$ cat src/rtl/disp_timing_pixout_if.sv
// Pixel-FIFO read side, register-block handshakes and display output bus of disp_timing_pixout.
// master = FIFO/register side driving the block, slave = the display back end itself.
interface disp_timing_pixout_if;
  logic [1:0]  RESOL;
  logic        DISPON;
  logic        UNDER_CLR;
  logic [63:0] FIFO_DOUT;
  logic        FIFO_EMPTY;
  logic        FIFO_RDEN;
  logic [7:0]  DSP_R;
  logic [7:0]  DSP_G;
  logic [7:0]  DSP_B;
  logic        DSP_DE;
  logic        DSP_HSYNC_X;
  logic        DSP_VSYNC_X;
  logic        DSP_FIFO_UNDER;
  logic        VBLANK_PULSE;

  modport master (
    output RESOL, DISPON, UNDER_CLR, FIFO_DOUT, FIFO_EMPTY,
    input  FIFO_RDEN, DSP_R, DSP_G, DSP_B, DSP_DE, DSP_HSYNC_X, DSP_VSYNC_X,
           DSP_FIFO_UNDER, VBLANK_PULSE
  );

  modport slave (
    input  RESOL, DISPON, UNDER_CLR, FIFO_DOUT, FIFO_EMPTY,
    output FIFO_RDEN, DSP_R, DSP_G, DSP_B, DSP_DE, DSP_HSYNC_X, DSP_VSYNC_X,
           DSP_FIFO_UNDER, VBLANK_PULSE
  );
endinterface

$ cat src/rtl/disp_timing_pixout.sv
// VGA/XGA/SXGA raster generator and two-pixel FIFO unpacker; DSP_* lag the raster counters by 2 DCLK.
// Never stalls: an empty FIFO at an even active pixel blanks that pixel pair and sets a sticky flag.
module disp_timing_pixout (
  input  logic                DCLK,
  input  logic                DRST,
  disp_timing_pixout_if.slave bus
);
  localparam int P_PIPE = 2;

  typedef enum logic [1:0] {
    RES_VGA  = 2'b00,
    RES_XGA  = 2'b01,
    RES_SXGA = 2'b10
  } res_e;

  res_e        res_q;
  logic [10:0] hcnt;
  logic [10:0] vcnt;

  logic [10:0] hact, hfp, hsw, hbp, htot;
  logic [10:0] vact, vfp, vsw, vbp, vtot;
  logic [10:0] hs_beg, hs_end, vs_beg, vs_end;
  logic        h_last, v_last;

  logic        pre_de, pre_hs, pre_vs;
  logic        pix_even, pair_req, pop, under_set;

  logic [P_PIPE-1:0] de_sr, hs_sr, vs_sr;
  logic        s1_even, s1_pop;
  logic        pair_ok_q;
  logic [23:0] word_hi_q;
  logic [23:0] pix_rgb;
  logic [23:0] rgb_q;
  logic        under_q;
  logic        unused_dout;

  always_comb begin
    case (res_q)
      RES_XGA: begin
        hact = 11'd1024; hfp = 11'd24; hsw = 11'd136; hbp = 11'd160;
        vact = 11'd768;  vfp = 11'd3;  vsw = 11'd6;   vbp = 11'd29;
      end
      RES_SXGA: begin
        hact = 11'd1280; hfp = 11'd48; hsw = 11'd112; hbp = 11'd248;
        vact = 11'd1024; vfp = 11'd1;  vsw = 11'd3;   vbp = 11'd38;
      end
      default: begin
        hact = 11'd640;  hfp = 11'd16; hsw = 11'd96;  hbp = 11'd48;
        vact = 11'd480;  vfp = 11'd10; vsw = 11'd2;   vbp = 11'd33;
      end
    endcase
  end

  assign htot   = hact + hfp + hsw + hbp;
  assign vtot   = vact + vfp + vsw + vbp;
  assign hs_beg = hact + hfp;
  assign hs_end = hs_beg + hsw;
  assign vs_beg = vact + vfp;
  assign vs_end = vs_beg + vsw;
  assign h_last = (hcnt == htot - 11'd1);
  assign v_last = (vcnt == vtot - 11'd1);

  // Resolution only changes on the last pixel of a frame, so a frame is never torn.
  always_ff @(posedge DCLK or posedge DRST) begin
    if (DRST) begin
      hcnt  <= '0;
      vcnt  <= '0;
      res_q <= RES_VGA;
    end else if (h_last) begin
      hcnt <= '0;
      if (v_last) begin
        vcnt  <= '0;
        res_q <= (bus.RESOL == 2'b11) ? RES_VGA : res_e'(bus.RESOL);
      end else begin
        vcnt <= vcnt + 11'd1;
      end
    end else begin
      hcnt <= hcnt + 11'd1;
    end
  end

  assign pre_de    = (hcnt < hact) && (vcnt < vact);
  assign pre_hs    = (hcnt >= hs_beg) && (hcnt < hs_end);
  assign pre_vs    = (vcnt >= vs_beg) && (vcnt < vs_end);
  assign pix_even  = ~hcnt[0];
  assign pair_req  = pre_de & bus.DISPON & pix_even;
  assign pop       = pair_req & ~bus.FIFO_EMPTY;
  assign under_set = pair_req & bus.FIFO_EMPTY;

  assign bus.FIFO_RDEN    = pop & ~DRST;
  assign bus.VBLANK_PULSE = (hcnt == 11'd0) && (vcnt == vact);

  // Even pixel takes the live FIFO word; the odd pixel replays the upper half of that same pop.
  always_comb begin
    pix_rgb = 24'h0;
    if (s1_even) begin
      if (s1_pop) pix_rgb = bus.FIFO_DOUT[23:0];
    end else if (de_sr[0] && pair_ok_q) begin
      pix_rgb = word_hi_q;
    end
  end

  always_ff @(posedge DCLK or posedge DRST) begin
    if (DRST) begin
      de_sr     <= '0;
      hs_sr     <= '0;
      vs_sr     <= '0;
      s1_even   <= 1'b0;
      s1_pop    <= 1'b0;
      pair_ok_q <= 1'b0;
      word_hi_q <= '0;
      rgb_q     <= '0;
      under_q   <= 1'b0;
    end else begin
      de_sr   <= {de_sr[P_PIPE-2:0], pre_de};
      hs_sr   <= {hs_sr[P_PIPE-2:0], pre_hs};
      vs_sr   <= {vs_sr[P_PIPE-2:0], pre_vs};
      s1_even <= pix_even;
      s1_pop  <= pop;
      if (s1_even) begin
        pair_ok_q <= s1_pop;
        if (s1_pop) word_hi_q <= bus.FIFO_DOUT[55:32];
      end
      rgb_q <= pix_rgb;
      if (under_set) begin
        under_q <= 1'b1;
      end else if (bus.UNDER_CLR) begin
        under_q <= 1'b0;
      end
    end
  end

  assign bus.DSP_R          = rgb_q[23:16];
  assign bus.DSP_G          = rgb_q[15:8];
  assign bus.DSP_B          = rgb_q[7:0];
  assign bus.DSP_DE         = de_sr[P_PIPE-1];
  assign bus.DSP_HSYNC_X    = ~hs_sr[P_PIPE-1];
  assign bus.DSP_VSYNC_X    = ~vs_sr[P_PIPE-1];
  assign bus.DSP_FIFO_UNDER = under_q;

  assign unused_dout = ^{bus.FIFO_DOUT[63:56], bus.FIFO_DOUT[31:24]};
endmodule

$ cat src/flat_wrapper.sv
// flat-port wrapper written by rule: the top's interface ports become plain ports
module disp_timing_pixout_flat 
  (DCLK, DRST, bus_RESOL, bus_DISPON, bus_UNDER_CLR, bus_FIFO_DOUT, bus_FIFO_EMPTY, bus_FIFO_RDEN, bus_DSP_R, bus_DSP_G, bus_DSP_B, bus_DSP_DE, bus_DSP_HSYNC_X, bus_DSP_VSYNC_X, bus_DSP_FIFO_UNDER, bus_VBLANK_PULSE);
  disp_timing_pixout_if bus_i ();
  input  logic DCLK;
  input  logic DRST;
  input wire logic [$bits(bus_i.RESOL)-1:0] bus_RESOL;
  input wire logic [$bits(bus_i.DISPON)-1:0] bus_DISPON;
  input wire logic [$bits(bus_i.UNDER_CLR)-1:0] bus_UNDER_CLR;
  input wire logic [$bits(bus_i.FIFO_DOUT)-1:0] bus_FIFO_DOUT;
  input wire logic [$bits(bus_i.FIFO_EMPTY)-1:0] bus_FIFO_EMPTY;
  output wire logic [$bits(bus_i.FIFO_RDEN)-1:0] bus_FIFO_RDEN;
  output wire logic [$bits(bus_i.DSP_R)-1:0] bus_DSP_R;
  output wire logic [$bits(bus_i.DSP_G)-1:0] bus_DSP_G;
  output wire logic [$bits(bus_i.DSP_B)-1:0] bus_DSP_B;
  output wire logic [$bits(bus_i.DSP_DE)-1:0] bus_DSP_DE;
  output wire logic [$bits(bus_i.DSP_HSYNC_X)-1:0] bus_DSP_HSYNC_X;
  output wire logic [$bits(bus_i.DSP_VSYNC_X)-1:0] bus_DSP_VSYNC_X;
  output wire logic [$bits(bus_i.DSP_FIFO_UNDER)-1:0] bus_DSP_FIFO_UNDER;
  output wire logic [$bits(bus_i.VBLANK_PULSE)-1:0] bus_VBLANK_PULSE;
  assign bus_i.RESOL = bus_RESOL;
  assign bus_i.DISPON = bus_DISPON;
  assign bus_i.UNDER_CLR = bus_UNDER_CLR;
  assign bus_i.FIFO_DOUT = bus_FIFO_DOUT;
  assign bus_i.FIFO_EMPTY = bus_FIFO_EMPTY;
  assign bus_FIFO_RDEN = bus_i.FIFO_RDEN;
  assign bus_DSP_R = bus_i.DSP_R;
  assign bus_DSP_G = bus_i.DSP_G;
  assign bus_DSP_B = bus_i.DSP_B;
  assign bus_DSP_DE = bus_i.DSP_DE;
  assign bus_DSP_HSYNC_X = bus_i.DSP_HSYNC_X;
  assign bus_DSP_VSYNC_X = bus_i.DSP_VSYNC_X;
  assign bus_DSP_FIFO_UNDER = bus_i.DSP_FIFO_UNDER;
  assign bus_VBLANK_PULSE = bus_i.VBLANK_PULSE;
  disp_timing_pixout u_core (.DCLK(DCLK), .DRST(DRST), .bus(bus_i));
endmodule
$ cat config.mk
export PLATFORM = sky130hd
export DESIGN_NAME = disp_timing_pixout_flat
export DESIGN_NICKNAME = d
export VERILOG_FILES = /design/src/rtl/disp_timing_pixout_if.sv /design/src/rtl/disp_timing_pixout.sv /design/src/flat_wrapper.sv
export SDC_FILE = /design/constraint.sdc
export NUM_CORES = 1
export LEC_CHECK = 0
export CAP_MARGIN = 20
export CORE_MARGIN = 10
export CORE_UTILIZATION = 50
export CTS_BUF_LIST = sky130_fd_sc_hd__clkbuf_16
export DETAILED_ROUTE_END_ITERATION = 8
export PLACE_DENSITY = 0.83
export SYNTH_ARGS = -nofsm -noshare
export SYNTH_HDL_FRONTEND = slang
export SYNTH_SLANG_ARGS = --single-unit
export TNS_END_PERCENT = 30
$ cat constraint.sdc
create_clock -name DCLK -period 3.04 [get_ports DCLK]
set_input_delay 0.608 -clock DCLK [delete_from_list [all_inputs] [get_ports DCLK]]
set_output_delay 0.608 -clock DCLK [all_outputs]
set_load 0.005 [all_outputs]
==> summary.md <==
| Metric | Value |
|---|---|
| Num ports | `101` |
| Detailed-route vias per instance | `5.57` |
| Standard-cell rows | `33` |
| Synth top area share | `49.2%` |
| Finished Layout Cells | `618` |
| Status | `finished, final reports clean` |
| Worst Path Max Fanout | `8` |
| Die height | `111 um` |
| Synthesized flop and latch total | `82` |
| Relative slew slack | `44.3%` |
| Mean post-synth cell area | `10.1 um2` |
| Ratio of cells with drive above 1 in the final layout | `11.9%` |
| Detail Placement HPWL | `7780 um` |
| Root buffer cell | `clkbuf_16` |
| DIE WIDTH | `111 um` |
| Hold WC Path Type | `reg -> reg` |
| Post-synth design cell area | `0.00417 mm2` |
| Reg area | `0.00205 mm2` |
| Setup-failing EPs final | `0` |
| GRT overflow | `0` |
| Post-synth top area cell | `dfrtp_1` |
| CTS buffer count | `9` |
| Placed Cells | `600` |
| CP max-delay cell | `dfrtp_1` |
| Die ar. | `0.0124 mm2` |
| Critical path capture point type | `output port` |
| WL final | `10700 um` |
| Seq/Total Area, Yosys | `49.2%` |
| Maxcap violations | `0` |
| Arrival @ worst endpoint | `2350 ps` |
| Setup TNS Final | `0 ps` |
| Netlist cell types | `50` |
| R2R setup slack | `500 ps` |
| PortBufs | `84` |
| Hold EP | `u_core.hs_sr[1]$_DFF_PP0_` |
| Ant. Diodes | `0` |
| Max Clock Freq | `338 MHz` |
| Area of the multi-input gates | `0.00202 mm2` |
| Global-route usage over all layers | `17.0%` |
| Static leakage | `2.64 nW` |
| Antenna viol nets, final | `0` |
| Most common cell in the netlist | `nand2_1` |
| # H-tree levels | `3` |
| RSZ-0062 raised after global routing | `false` |
| Clock tree buffer depth | `2` |
| Nets | `611` |
| Worst R2R End | `u_core.vcnt[7]$_DFFE_PP0N_` |
| Pin count of the biggest net entering global routing | `59` |
| TritonCTS clock tree | `built` |
| Initial antenna violation count | `0` |
| Worst path cell trace | `inv_2, buf_4, ha_2, buf_4, xor2_1, and3_4, and4_4, and4_4, dlygate4sd2_1` |
| Post-CTS Hold Fix Bufs | `0` |
| Final worst path period need | `2960 ps` |
| Worst vdd ir | `0.000269 V` |
| Beginning of the worst hold path | `u_core.hs_sr[0]$_DFF_PP0_` |
| Drt wl/cell | `17.3 um` |
| Vias in the first global route | `3529` |
| Clock skew | `13.7 ps` |
| First-pass GRT wire length | `17600 um` |
| Mapped Cells | `413` |
| CTS Sinks | `82` |
| Kind of critical path | `reg -> out` |
| Top post-synthesis cells by area | `dfrtp_1 (49%), ha_1 (9.6%), nand2_1 (8.2%)` |
| Crit-path max cell delay | `390 ps` |
| Slew Limit Fails | `0` |
| Worst skew pair latency | `340 ps` |
| Hold Path Depth | `0` |
| Initial Util | `51.0%` |
| Syn Nets | `516` |
| Startpoint types | `flop` |
| Initial DRC count | `234` |
| Most used DFF post-synth | `dfrtp_1` |
| Reg clk slew, reported paths | `60 ps` |
| Fillcell total | `577` |
| Area Growth Syn to Fin | `33.4%` |
| Post-synth ARST share | `100%` |
| Top cells by instance count after synthesis | `nand2_1 (91), dfrtp_1 (82), ha_1 (32)` |
| YS warnings | `0` |
| Core box area | `0.00818 mm2` |
| Worst path required time | `2430 ps` |
| Register-to-Register Path Depth | `8` |
| GP Congestion | `0.887` |
| Detailed-router iteration count before antenna repair | `5` |
| Post-route DRC | `0` |
| Final Hold Fails | `0` |
| Period utilisation layout | `97.2%` |
| RR Startpoint | `u_core.res_q[1]$_DFFE_PP0P_` |
| Slew @ Worst Pin | `833 ps` |
| Number of flops mapped to enable cells by yosys | `0` |
| Routed via count | `3441` |
| PD cells | `463 mW/mm2` |
[routing by layer]
metal	share of wire, %	global-route usage [%]
met1	44	21.4
met5	0	0
met2	48	27.9
met3	6.4	3.63
met4	2.0	6.17
[worst max path at each step]
| stage | from | end | slack [ps] | cells after the start |
|---|---|---|---|---|
| detailed placement | u_core.res_q[0]$_DFFE_PP0P_ | bus_FIFO_RDEN | -20 | 9 |
| finish | u_core.res_q[0]$_DFFE_PP0P_ | bus_VBLANK_PULSE | 80 | 9 |
| floorplan | u_core.res_q[0]$_DFFE_PP0P_ | bus_FIFO_RDEN | 230 | 8 |
| global route | u_core.res_q[0]$_DFFE_PP0P_ | bus_VBLANK_PULSE | 8 | 9 |
| global placement | u_core.res_q[1]$_DFFE_PP0P_ | bus_FIFO_RDEN | -8 | 8 |
| CTS | u_core.res_q[0]$_DFFE_PP0P_ | bus_FIFO_RDEN | 20 | 9 |
[sequential cells by signal, indices dropped and copies added, names as in the netlist]
signal,count
u_core.de_sr,2
u_core.pair_ok_q,1
u_core.bus.DSP_FIFO_UNDER,1
u_core.s1_even,1
u_core.vcnt,11
u_core.hs_sr,2
u_core.res_q,2
u_core.rgb_q,24
u_core.s1_pop,1
u_core.vs_sr,2
u_core.word_hi_q,24
u_core.hcnt,11
[layout make-up]
type,count,share of cell area (%)
Tap cell,105,2.36
Multi-Input combinational cell,290,36.3
Sequential cell,82,36.9
Timing Repair Buffer,104,17.9
Clock buffer,9,4.05
Clock inverter,7,1.08
Inverter,21,1.44
[critical path, delay by kind of cell, from the launching register on]
| family | cells | cell delay (ps) |
|---|---|---|
| adders and majority gates | 1 | 180 |
| and+or+nand+nor | 3 | 660 |
| DFF | 1 | 390 |
| buffers and inverters | 4 | 620 |
| xor gates and xnor gates | 1 | 170 |
[timing repair]
item                                    CTS  global route
cloned                                    0             0
setup buffers                             1             1
pin swaps                                 1             3
endpoints found under the setup margin    2             2
resized for setup                         7            15
[where the power goes]
group / total (mW) / leakage, nW / internal (mW) / switching, mW
Combinational: 0.338 / 1.43 / 0.184 / 0.154
Sequential: 1.21 / 1.06 / 1.17 / 0.0386
Clock: 1.03 / 0.143 / 0.569 / 0.462
Total: 2.58 / 2.64 / 1.92 / 0.654
[cells by family (layout without fill, tap and decap cells)]
group	after synthesis	count (layout)	share of synthesized area (%)
xor gates and xnor gates	19	19	3.99
AOI/OAI and AO/OA	76	76	13.4
muxes	5	5	1.23
other	1	1	0.0899
adders and majority gates	33	33	9.84
buffers and inverters	41	141	4.62
DFF	82	82	49.2
and+or+nand+nor	156	156	17.6
[placed cells by master (no fill, tap or decap), types with 10 or more instances in the layout]
cell type and instances:
a21oi_1 10, nand2_1 91, buf_4 19, xor2_1 10, o21ai_0 11, dfrtp_1 82, a22o_1 24, ha_1 28
nor2_1 11, inv_1 17, clkdlybuf4s50_1 82
[per-stage QoR]
step | cell area [um2] | hold WS (ps) | utilization [%] | setup WS, ps | total power [mW]
floorplan | 4170 | 331 | - | 225 | 1.37
CTS | 5470 | 362 | 66.9 | 23.0 | 2.60
finish | 5560 | 355 | 68.0 | 84.8 | 2.58
global placement | 5180 | 332 | 63.4 | -8.27 | 1.54
detailed placement | 5180 | 344 | 63.4 | -19.8 | 1.55
global route | 5560 | 367 | 68.0 | 8.11 | 2.70
No activity file was read; power rests on OpenSTA's default activity.
